==> config.mk <==
export PLATFORM = sky130hd
export DESIGN_NAME = enigma_seq_flat
export DESIGN_NICKNAME = d
export VERILOG_FILES = /design/src/rtl/enigma_seq_if.sv /design/src/rtl/enigma_seq.sv /design/src/flat_wrapper.sv
export SDC_FILE = /design/constraint.sdc
export NUM_CORES = 1
export LEC_CHECK = 0
export BUFFER_PORTS_ARGS = -buffer_cell sky130_fd_sc_hd__buf_2
export CORE_ASPECT_RATIO = 1.1
export CORE_MARGIN = 4
export CORE_UTILIZATION = 52
export DETAILED_ROUTE_END_ITERATION = 7
export PLACE_DENSITY = 0.8
export SYNTH_ARGS = -nofsm -noshare
export SYNTH_HDL_FRONTEND = slang
export SYNTH_SLANG_ARGS = --single-unit
==> constraint.sdc <==
create_clock -name clk -period 2.8 [get_ports clk]
set_input_delay 0.28 -clock clk [delete_from_list [all_inputs] [get_ports clk]]
set_output_delay 0.28 -clock clk [all_outputs]
set_load 0.03 [all_outputs]
==> src/rtl/enigma_seq_if.sv <==
// Byte-stream bundle for enigma_seq: input stream (s_*) and output stream (m_*).
// The slave modport is the sequencer's view; the master modport is the producer/consumer side.
interface enigma_seq_if;
   logic       s_valid;
   logic [7:0] s_data;
   logic       s_ready;
   logic       m_valid;
   logic [7:0] m_data;
   logic       m_ready;

   modport master (
      output s_valid, s_data,
      input  s_ready,
      input  m_valid, m_data,
      output m_ready
   );

   modport slave (
      input  s_valid, s_data,
      output s_ready,
      output m_valid, m_data,
      input  m_ready
   );
endinterface

==> src/rtl/enigma_seq.sv <==
// Message sequencer for an Enigma cipher core: one character in flight, letters go to the core, others bypass.
// Optional core-response watchdog enabled by defining ENIGMA_SEQ_TIMEOUT_EN.
module enigma_seq #(
   parameter int unsigned TIMEOUT = 64
) (
   input  logic        clk,
   input  logic        reset_n,
   input  logic        start,
   input  logic        dec_in,
   input  logic [15:0] len,
   enigma_seq_if.slave strm,
   output logic        core_set,
   output logic        core_en,
   output logic        core_valid,
   output logic [7:0]  core_din,
   output logic        core_dec,
   input  logic [7:0]  core_dout,
   input  logic        core_done,
   output logic        busy,
   output logic        msg_done,
   output logic        err
);

   typedef enum logic [2:0] {
      ST_IDLE   = 3'd0,
      ST_SET    = 3'd1,
      ST_ACCEPT = 3'd2,
      ST_ISSUE  = 3'd3,
      ST_WAIT   = 3'd4,
      ST_EMIT   = 3'd5
   } state_t;

   state_t      state_r, state_nx;
   logic [15:0] remaining_r;
   logic [7:0]  byte_r, m_data_r;
   logic        core_dec_r, msg_done_r;
   logic        core_set_r, core_en_r, core_valid_r, s_ready_r, m_valid_r, busy_r;
   logic        set_nx_s, en_nx_s, valid_nx_s, s_ready_nx_s, m_valid_nx_s, busy_nx_s;
   logic        s_hs_s, m_hs_s, accept_s, empty_s, done_s, last_s, timeout_s;

   function automatic logic is_alpha(input logic [7:0] c);
      return (c >= 8'h41) && (c <= 8'h5A);
   endfunction

   assign s_hs_s   = strm.s_valid && s_ready_r;
   assign m_hs_s   = m_valid_r && strm.m_ready;
   assign accept_s = (state_r == ST_IDLE) && start && (len != 16'd0);
   assign empty_s  = (state_r == ST_IDLE) && start && (len == 16'd0);
   assign done_s   = (state_r == ST_WAIT) && core_done;
   assign last_s   = (remaining_r == 16'd1);

`ifdef ENIGMA_SEQ_TIMEOUT_EN
   localparam logic [15:0] WDOG_LAST = 16'(TIMEOUT - 32'd1);

   logic [15:0] wdog_r;
   logic        err_r;

   // core_done on the final allowed cycle still wins over the timeout
   assign timeout_s = (state_r == ST_WAIT) && !core_done && (wdog_r == WDOG_LAST);
   assign err       = err_r;

   // Watchdog: counts cycles spent waiting for the core
   always_ff @(posedge clk or negedge reset_n) begin
      if (!reset_n) begin
         wdog_r <= 16'd0;
      end else if (state_r == ST_ISSUE) begin
         wdog_r <= 16'd0;
      end else if (state_r == ST_WAIT) begin
         wdog_r <= wdog_r + 16'd1;
      end else begin
         wdog_r <= wdog_r;
      end
   end

   // Sticky error flag, cleared by the next accepted message
   always_ff @(posedge clk or negedge reset_n) begin
      if (!reset_n) begin
         err_r <= 1'b0;
      end else if (accept_s) begin
         err_r <= 1'b0;
      end else if (timeout_s) begin
         err_r <= 1'b1;
      end else begin
         err_r <= err_r;
      end
   end
`else
   // TIMEOUT has no effect without the watchdog
   assign timeout_s = 1'b0 & (TIMEOUT > 32'd0);
   assign err       = 1'b0;
`endif

   // State register
   always_ff @(posedge clk or negedge reset_n) begin
      if (!reset_n) begin
         state_r <= ST_IDLE;
      end else begin
         state_r <= state_nx;
      end
   end

   // Next-state logic
   always_comb begin
      state_nx = state_r;
      case (state_r)
         ST_IDLE: begin
            if (accept_s) state_nx = ST_SET;
            else          state_nx = ST_IDLE;
         end
         ST_SET:    state_nx = ST_ACCEPT;
         ST_ACCEPT: begin
            if (s_hs_s) state_nx = is_alpha(strm.s_data) ? ST_ISSUE : ST_EMIT;
            else        state_nx = ST_ACCEPT;
         end
         ST_ISSUE:  state_nx = ST_WAIT;
         ST_WAIT: begin
            if (done_s || timeout_s) state_nx = ST_EMIT;
            else                     state_nx = ST_WAIT;
         end
         ST_EMIT: begin
            if (m_hs_s) state_nx = last_s ? ST_IDLE : ST_ACCEPT;
            else        state_nx = ST_EMIT;
         end
         default:   state_nx = ST_IDLE;
      endcase
   end

   // Output decode of the upcoming state, so the strobes leave straight from flops
   always_comb begin
      set_nx_s     = 1'b0;
      en_nx_s      = 1'b0;
      valid_nx_s   = 1'b0;
      s_ready_nx_s = 1'b0;
      m_valid_nx_s = 1'b0;
      busy_nx_s    = 1'b1;
      case (state_nx)
         ST_IDLE:   busy_nx_s = 1'b0;
         ST_SET:    set_nx_s  = 1'b1;
         ST_ACCEPT: begin
            en_nx_s      = 1'b1;
            s_ready_nx_s = 1'b1;
         end
         ST_ISSUE: begin
            en_nx_s    = 1'b1;
            valid_nx_s = 1'b1;
         end
         ST_WAIT:   en_nx_s = 1'b1;
         ST_EMIT: begin
            en_nx_s      = 1'b1;
            m_valid_nx_s = 1'b1;
         end
         default:   busy_nx_s = 1'b0;
      endcase
   end

   // Registered control outputs
   always_ff @(posedge clk or negedge reset_n) begin
      if (!reset_n) begin
         core_set_r   <= 1'b0;
         core_en_r    <= 1'b0;
         core_valid_r <= 1'b0;
         s_ready_r    <= 1'b0;
         m_valid_r    <= 1'b0;
         busy_r       <= 1'b0;
      end else begin
         core_set_r   <= set_nx_s;
         core_en_r    <= en_nx_s;
         core_valid_r <= valid_nx_s;
         s_ready_r    <= s_ready_nx_s;
         m_valid_r    <= m_valid_nx_s;
         busy_r       <= busy_nx_s;
      end
   end

   // Message datapath: length, mode, character and result registers
   always_ff @(posedge clk or negedge reset_n) begin
      if (!reset_n) begin
         remaining_r <= 16'd0;
         core_dec_r  <= 1'b0;
         byte_r      <= 8'd0;
         m_data_r    <= 8'd0;
         msg_done_r  <= 1'b0;
      end else begin
         msg_done_r <= empty_s || (m_hs_s && last_s);
         if (accept_s) begin
            remaining_r <= len;
            core_dec_r  <= dec_in;
         end else if (m_hs_s && (remaining_r != 16'd0)) begin
            remaining_r <= remaining_r - 16'd1;
         end else begin
            remaining_r <= remaining_r;
         end
         if (s_hs_s) byte_r <= strm.s_data;
         else        byte_r <= byte_r;
         // bypassed bytes skip the core and go straight to the output register
         if (s_hs_s && !is_alpha(strm.s_data)) m_data_r <= strm.s_data;
         else if (done_s)                      m_data_r <= core_dout;
         else if (timeout_s)                   m_data_r <= 8'h3F;
         else                                  m_data_r <= m_data_r;
      end
   end

   assign core_set     = core_set_r;
   assign core_en      = core_en_r;
   assign core_valid   = core_valid_r;
   assign core_din     = byte_r;
   assign core_dec     = core_dec_r;
   assign busy         = busy_r;
   assign msg_done     = msg_done_r;
   assign strm.s_ready = s_ready_r;
   assign strm.m_valid = m_valid_r;
   assign strm.m_data  = m_data_r;

endmodule

==> src/flat_wrapper.sv <==
// flat-port wrapper written by rule: the top's interface ports become plain ports
module enigma_seq_flat 
#(
   parameter int unsigned TIMEOUT = 64
)
  (clk, reset_n, start, dec_in, len, core_set, core_en, core_valid, core_din, core_dec, core_dout, core_done, busy, msg_done, err, strm_s_valid, strm_s_data, strm_s_ready, strm_m_valid, strm_m_data, strm_m_ready);
  enigma_seq_if strm_i ();
  input  logic clk;
  input  logic reset_n;
  input  logic start;
  input  logic dec_in;
  input  logic [15:0] len;
  output logic core_set;
  output logic core_en;
  output logic core_valid;
  output logic [7:0] core_din;
  output logic core_dec;
  input  logic [7:0] core_dout;
  input  logic core_done;
  output logic busy;
  output logic msg_done;
  output logic err;
  input wire logic [$bits(strm_i.s_valid)-1:0] strm_s_valid;
  input wire logic [$bits(strm_i.s_data)-1:0] strm_s_data;
  output wire logic [$bits(strm_i.s_ready)-1:0] strm_s_ready;
  output wire logic [$bits(strm_i.m_valid)-1:0] strm_m_valid;
  output wire logic [$bits(strm_i.m_data)-1:0] strm_m_data;
  input wire logic [$bits(strm_i.m_ready)-1:0] strm_m_ready;
  assign strm_i.s_valid = strm_s_valid;
  assign strm_i.s_data = strm_s_data;
  assign strm_s_ready = strm_i.s_ready;
  assign strm_m_valid = strm_i.m_valid;
  assign strm_m_data = strm_i.m_data;
  assign strm_i.m_ready = strm_m_ready;
  enigma_seq #(.TIMEOUT(TIMEOUT)) u_core (.clk(clk), .reset_n(reset_n), .start(start), .dec_in(dec_in), .len(len), .strm(strm_i), .core_set(core_set), .core_en(core_en), .core_valid(core_valid), .core_din(core_din), .core_dec(core_dec), .core_dout(core_dout), .core_done(core_done), .busy(busy), .msg_done(msg_done), .err(err));
endmodule
==> load_flow_metrics.sql <==
INSERT INTO impl_metrics (metric_group, metric, value, unit) VALUES
('logic_synthesis', 'syn-num-nets', '272', ''),
('logic_synthesis', 'portion_of_synthesized_cell_area_occupied_by_the_leading_cell_type', '0.4676', ''),
('global_routing', 'grt_first_pass_wirelength', '9404', 'um'),
('routing', 'drt_first_iter_violations', '150', ''),
('placed_design', 'finalWeightedCongestion', '0.8658', ''),
('sta', 'grt_setup_unrepaired', 'no', ''),
('placed_design', 'portBuffers', '62', ''),
('cts', 'cts_hold_repair.buffers', '0', ''),
('cts', 'cts.repair.resized', '0', ''),
('global_routing', 'gr-usage-all-layers', '0.2102', ''),
('final_layout', 'layout_filler_cell_count', '371', ''),
('floorplanning', 'standard_cell_row_count', '25', ''),
('logic_synthesis', 'postSynthAreaPerCell', '10.00', 'um2'),
('final_layout', 'insertedDiodeCount', '0', ''),
('worst_setup_path', 'cp_max_fo', '6', ''),
('sta', 'achievable-frequency', '453.6', 'MHz'),
('flow_run', 'max_cap_violations', '0', ''),
('global_routing', 'grt_antenna_before_repair', '0', ''),
('logic_synthesis', 'synth.yosys.seq_area_share', '0.4676', ''),
('floorplanning', 'die_width', '71.43', 'um'),
('sta', 'timing.final.max_slew_violations', '0', ''),
('final_layout', 'layout.cells.most_common_list', 'sky130_fd_sc_hd__buf_2, sky130_fd_sc_hd__dfrtp_1, sky130_fd_sc_hd__nor2_1, sky130_fd_sc_hd__mux2_2, sky130_fd_sc_hd__nand2_1', ''),
('logic_synthesis', 'async_flop_share', '1.000', ''),
('outcome', 'outcome', 'finished, final reports clean', ''),
('routing', 'viasPerCell', '6.006', ''),
('worst_setup_path', 'critPathKind', 'flop to flop', ''),
('routing', 'drt_first_pass_iters', '4', ''),
('sta', 'setup_viol', '0', ''),
('global_routing', 'grt_start_max_net_pins', '44', ''),
('logic_synthesis', 'netlist.top_cell.by_area', 'sky130_fd_sc_hd__dfrtp_1', ''),
('power_and_ir_drop', 'power.density_cell_area', '1070', 'nW/um2'),
('sta', 'fin_worst_skew', '7.094', 'ps'),
('floorplanning', 'floorplan.die.height', '77.77', 'um'),
('power_and_ir_drop', 'total_leakage_power', '0.001213', 'uW'),
('global_routing', 'total_overflow_reported_by_the_global_router', '0', ''),
('logic_synthesis', 'ys_seq_elements', '43', ''),
('sta', 'total_negative_slack_for_setup_checks', '0', 'ps'),
('sta', 'hold-worst-slack', '113.1', 'ps'),
('sta', 'final.min_clock_period', '2204', 'ps'),
('power_and_ir_drop', 'peakVddDrop', '0.3935', 'mV'),
('logic_synthesis', 'synth_top_flop_cell', 'sky130_fd_sc_hd__dfrtp_1', ''),
('floorplanning', 'start_util', '0.5369', ''),
('global_routing', 'first_global_vias', '2027', ''),
('worst_setup_path', 'worst_ep_required_time', '3020', 'ps'),
('final_layout', 'syn2layout_area_growth', '20.66', '%'),
('logic_synthesis', 'synthTopCellsByArea', 'sky130_fd_sc_hd__dfrtp_1, sky130_fd_sc_hd__mux2_2, sky130_fd_sc_hd__a31oi_1, sky130_fd_sc_hd__nor2_1, sky130_fd_sc_hd__or4_1', ''),
('placed_design', 'place.detailed.hpwl', '4241', 'um'),
('sta', 'max_slew.worst_pin.slew', '929.4', 'ps'),
('logic_synthesis', 'mappedNetlistArea', '2301', 'um2'),
('routing', 'route.detailed.drc', '0', ''),
('logic_synthesis', 'post_synth_edffs', '0', ''),
('floorplanning', 'boundaryPins', '64', ''),
('placed_design', 'dp.cells', '338', ''),
('routing', 'via_count', '2078', ''),
('routing', 'routedWlPerCell', '16.14', 'um'),
('cts', 'clock_latency', '300', 'ps'),
('placed_design', 'standard_cell_area_after_detailed_placement', '2664', 'um2'),
('final_layout', 'fin_util', '0.6479', ''),
('final_layout', 'fin_nets', '333', ''),
('cts', 'cts_tree', 'built', ''),
('cts', 'clock_transition_at_the_registers_of_the_reported_paths', '80', 'ps'),
('final_layout', 'final_cells', '346', ''),
('cts', 'htree_levels', '2', ''),
('floorplanning', 'floorplan.die_area', '5554', 'um2'),
('sta', 'finalHoldViolCount', '0', ''),
('sta', 'relSlewSlack', '0.3804', ''),
('routing', 'route.antenna.remaining_nets', '0', ''),
('final_layout', 'drive_above_1_share', '0.3459', ''),
('final_layout', 'stdcell_area', '2776', 'um2'),
('cts', 'clock_buffers_created_by_tritoncts', '5', ''),
('hold_path', 'worstHoldPathType', 'input pin to asynchronous set/reset pin', '');
==> cell usage after synthesis, types with 3 or more instances <==
library cell,number
sky130_fd_sc_hd__ha_1,3
sky130_fd_sc_hd__clkbuf_1,9
sky130_fd_sc_hd__inv_1,4
sky130_fd_sc_hd__nor3_1,5
sky130_fd_sc_hd__nand4_1,4
sky130_fd_sc_hd__nor4_1,8
sky130_fd_sc_hd__dfrtp_1,43
sky130_fd_sc_hd__a31oi_1,13
sky130_fd_sc_hd__o21ai_0,5
sky130_fd_sc_hd__nor2_1,20
sky130_fd_sc_hd__or4_1,9
sky130_fd_sc_hd__a21oi_1,11
sky130_fd_sc_hd__o31ai_1,8
sky130_fd_sc_hd__nand2_1,16
sky130_fd_sc_hd__o21ai_1,3
sky130_fd_sc_hd__or3_1,5
sky130_fd_sc_hd__and2_1,3
sky130_fd_sc_hd__mux2_2,20
sky130_fd_sc_hd__nand3_1,4
==> where the power goes <==
part | internal [uW] | switching, uW | leakage, uW | total [uW]
Sequential | 915 | 254 | 0.000510 | 1170
Clock | 265 | 215 | 0.0000581 | 480
Combinational | 527 | 796 | 0.000645 | 1320
Total | 1710 | 1260 | 0.00121 | 2970
==> cell families after synthesis <==
kind of cell               after synthesis  share of synthesized area
adders and majority gates                3                    0.01631
DFF                                     43                     0.4676
other                                    1                   0.001630
and+or+nand+nor                         88                     0.2132
muxes                                   24                     0.1164
buffers and inverters                   17                    0.03045
AOI/OAI and AO/OA                       54                     0.1544
==> layer usage <==
layer	track usage	share of wire	wire length (um)
met1	0.2525	0.41	2306
met2	0.3713	0.50	2798
met3	0.04275	0.069	386
met4	0.06767	0.017	94
met5	0	0	0
==> per-stage QoR <==
stage / power, uW / setup slack (ps)
after floorplan: 2107 / 698.1
after global placement: 2449 / 677.7
after detailed placement: 2510 / 619.9
after CTS: 2993 / 603.3
after global routing: 3178 / 444.6
final: 2972 / 595.5
==> sequential cells by signal, summed over array words and instances, names as in the netlist, 3 cells and up <==
| name | cells |
|---|---|
| u_core.remaining_r | 16 |
| u_core.core_din | 8 |
| u_core.strm.m_data | 8 |
| u_core.state_r | 3 |
==> layout make-up <==
class | count | area [um2] | area share
multi-input combinational | 170 | 1161 | 0.4182
sequential | 43 | 1076 | 0.3876
inverter | 5 | 18.77 | 0.006760
clock inverter | 3 | 43.79 | 0.01577
tap | 54 | 67.56 | 0.02434
timing repair buffer | 66 | 340.3 | 0.1226
clock buffer | 5 | 68.82 | 0.02479
==> worst paths after layout <==
kind	startpoint	end	slack, ps	depth (start not counted)
max	u_core.remaining_r[4]	u_core.remaining_r[11]	600	4
min	reset_n	u_core.strm.m_data[1]	110	1
max reg2reg	u_core.remaining_r[4]	u_core.remaining_r[11]	600	4
min reg2reg	u_core.core_dec	u_core.core_dec	480	2
max in group asynchronous	reset_n	u_core.remaining_r[0]	2100	1
min in group clk	dec_in	u_core.core_dec	170	3
==> critical path, stage by stage, from the launching register on <==
cell,delay [ps]
sky130_fd_sc_hd__dfrtp_1,430
sky130_fd_sc_hd__or4_4,560
sky130_fd_sc_hd__or4_4,450
sky130_fd_sc_hd__or4_1,500
sky130_fd_sc_hd__a31oi_1,180
No activity file was read; power rests on OpenSTA's default activity.
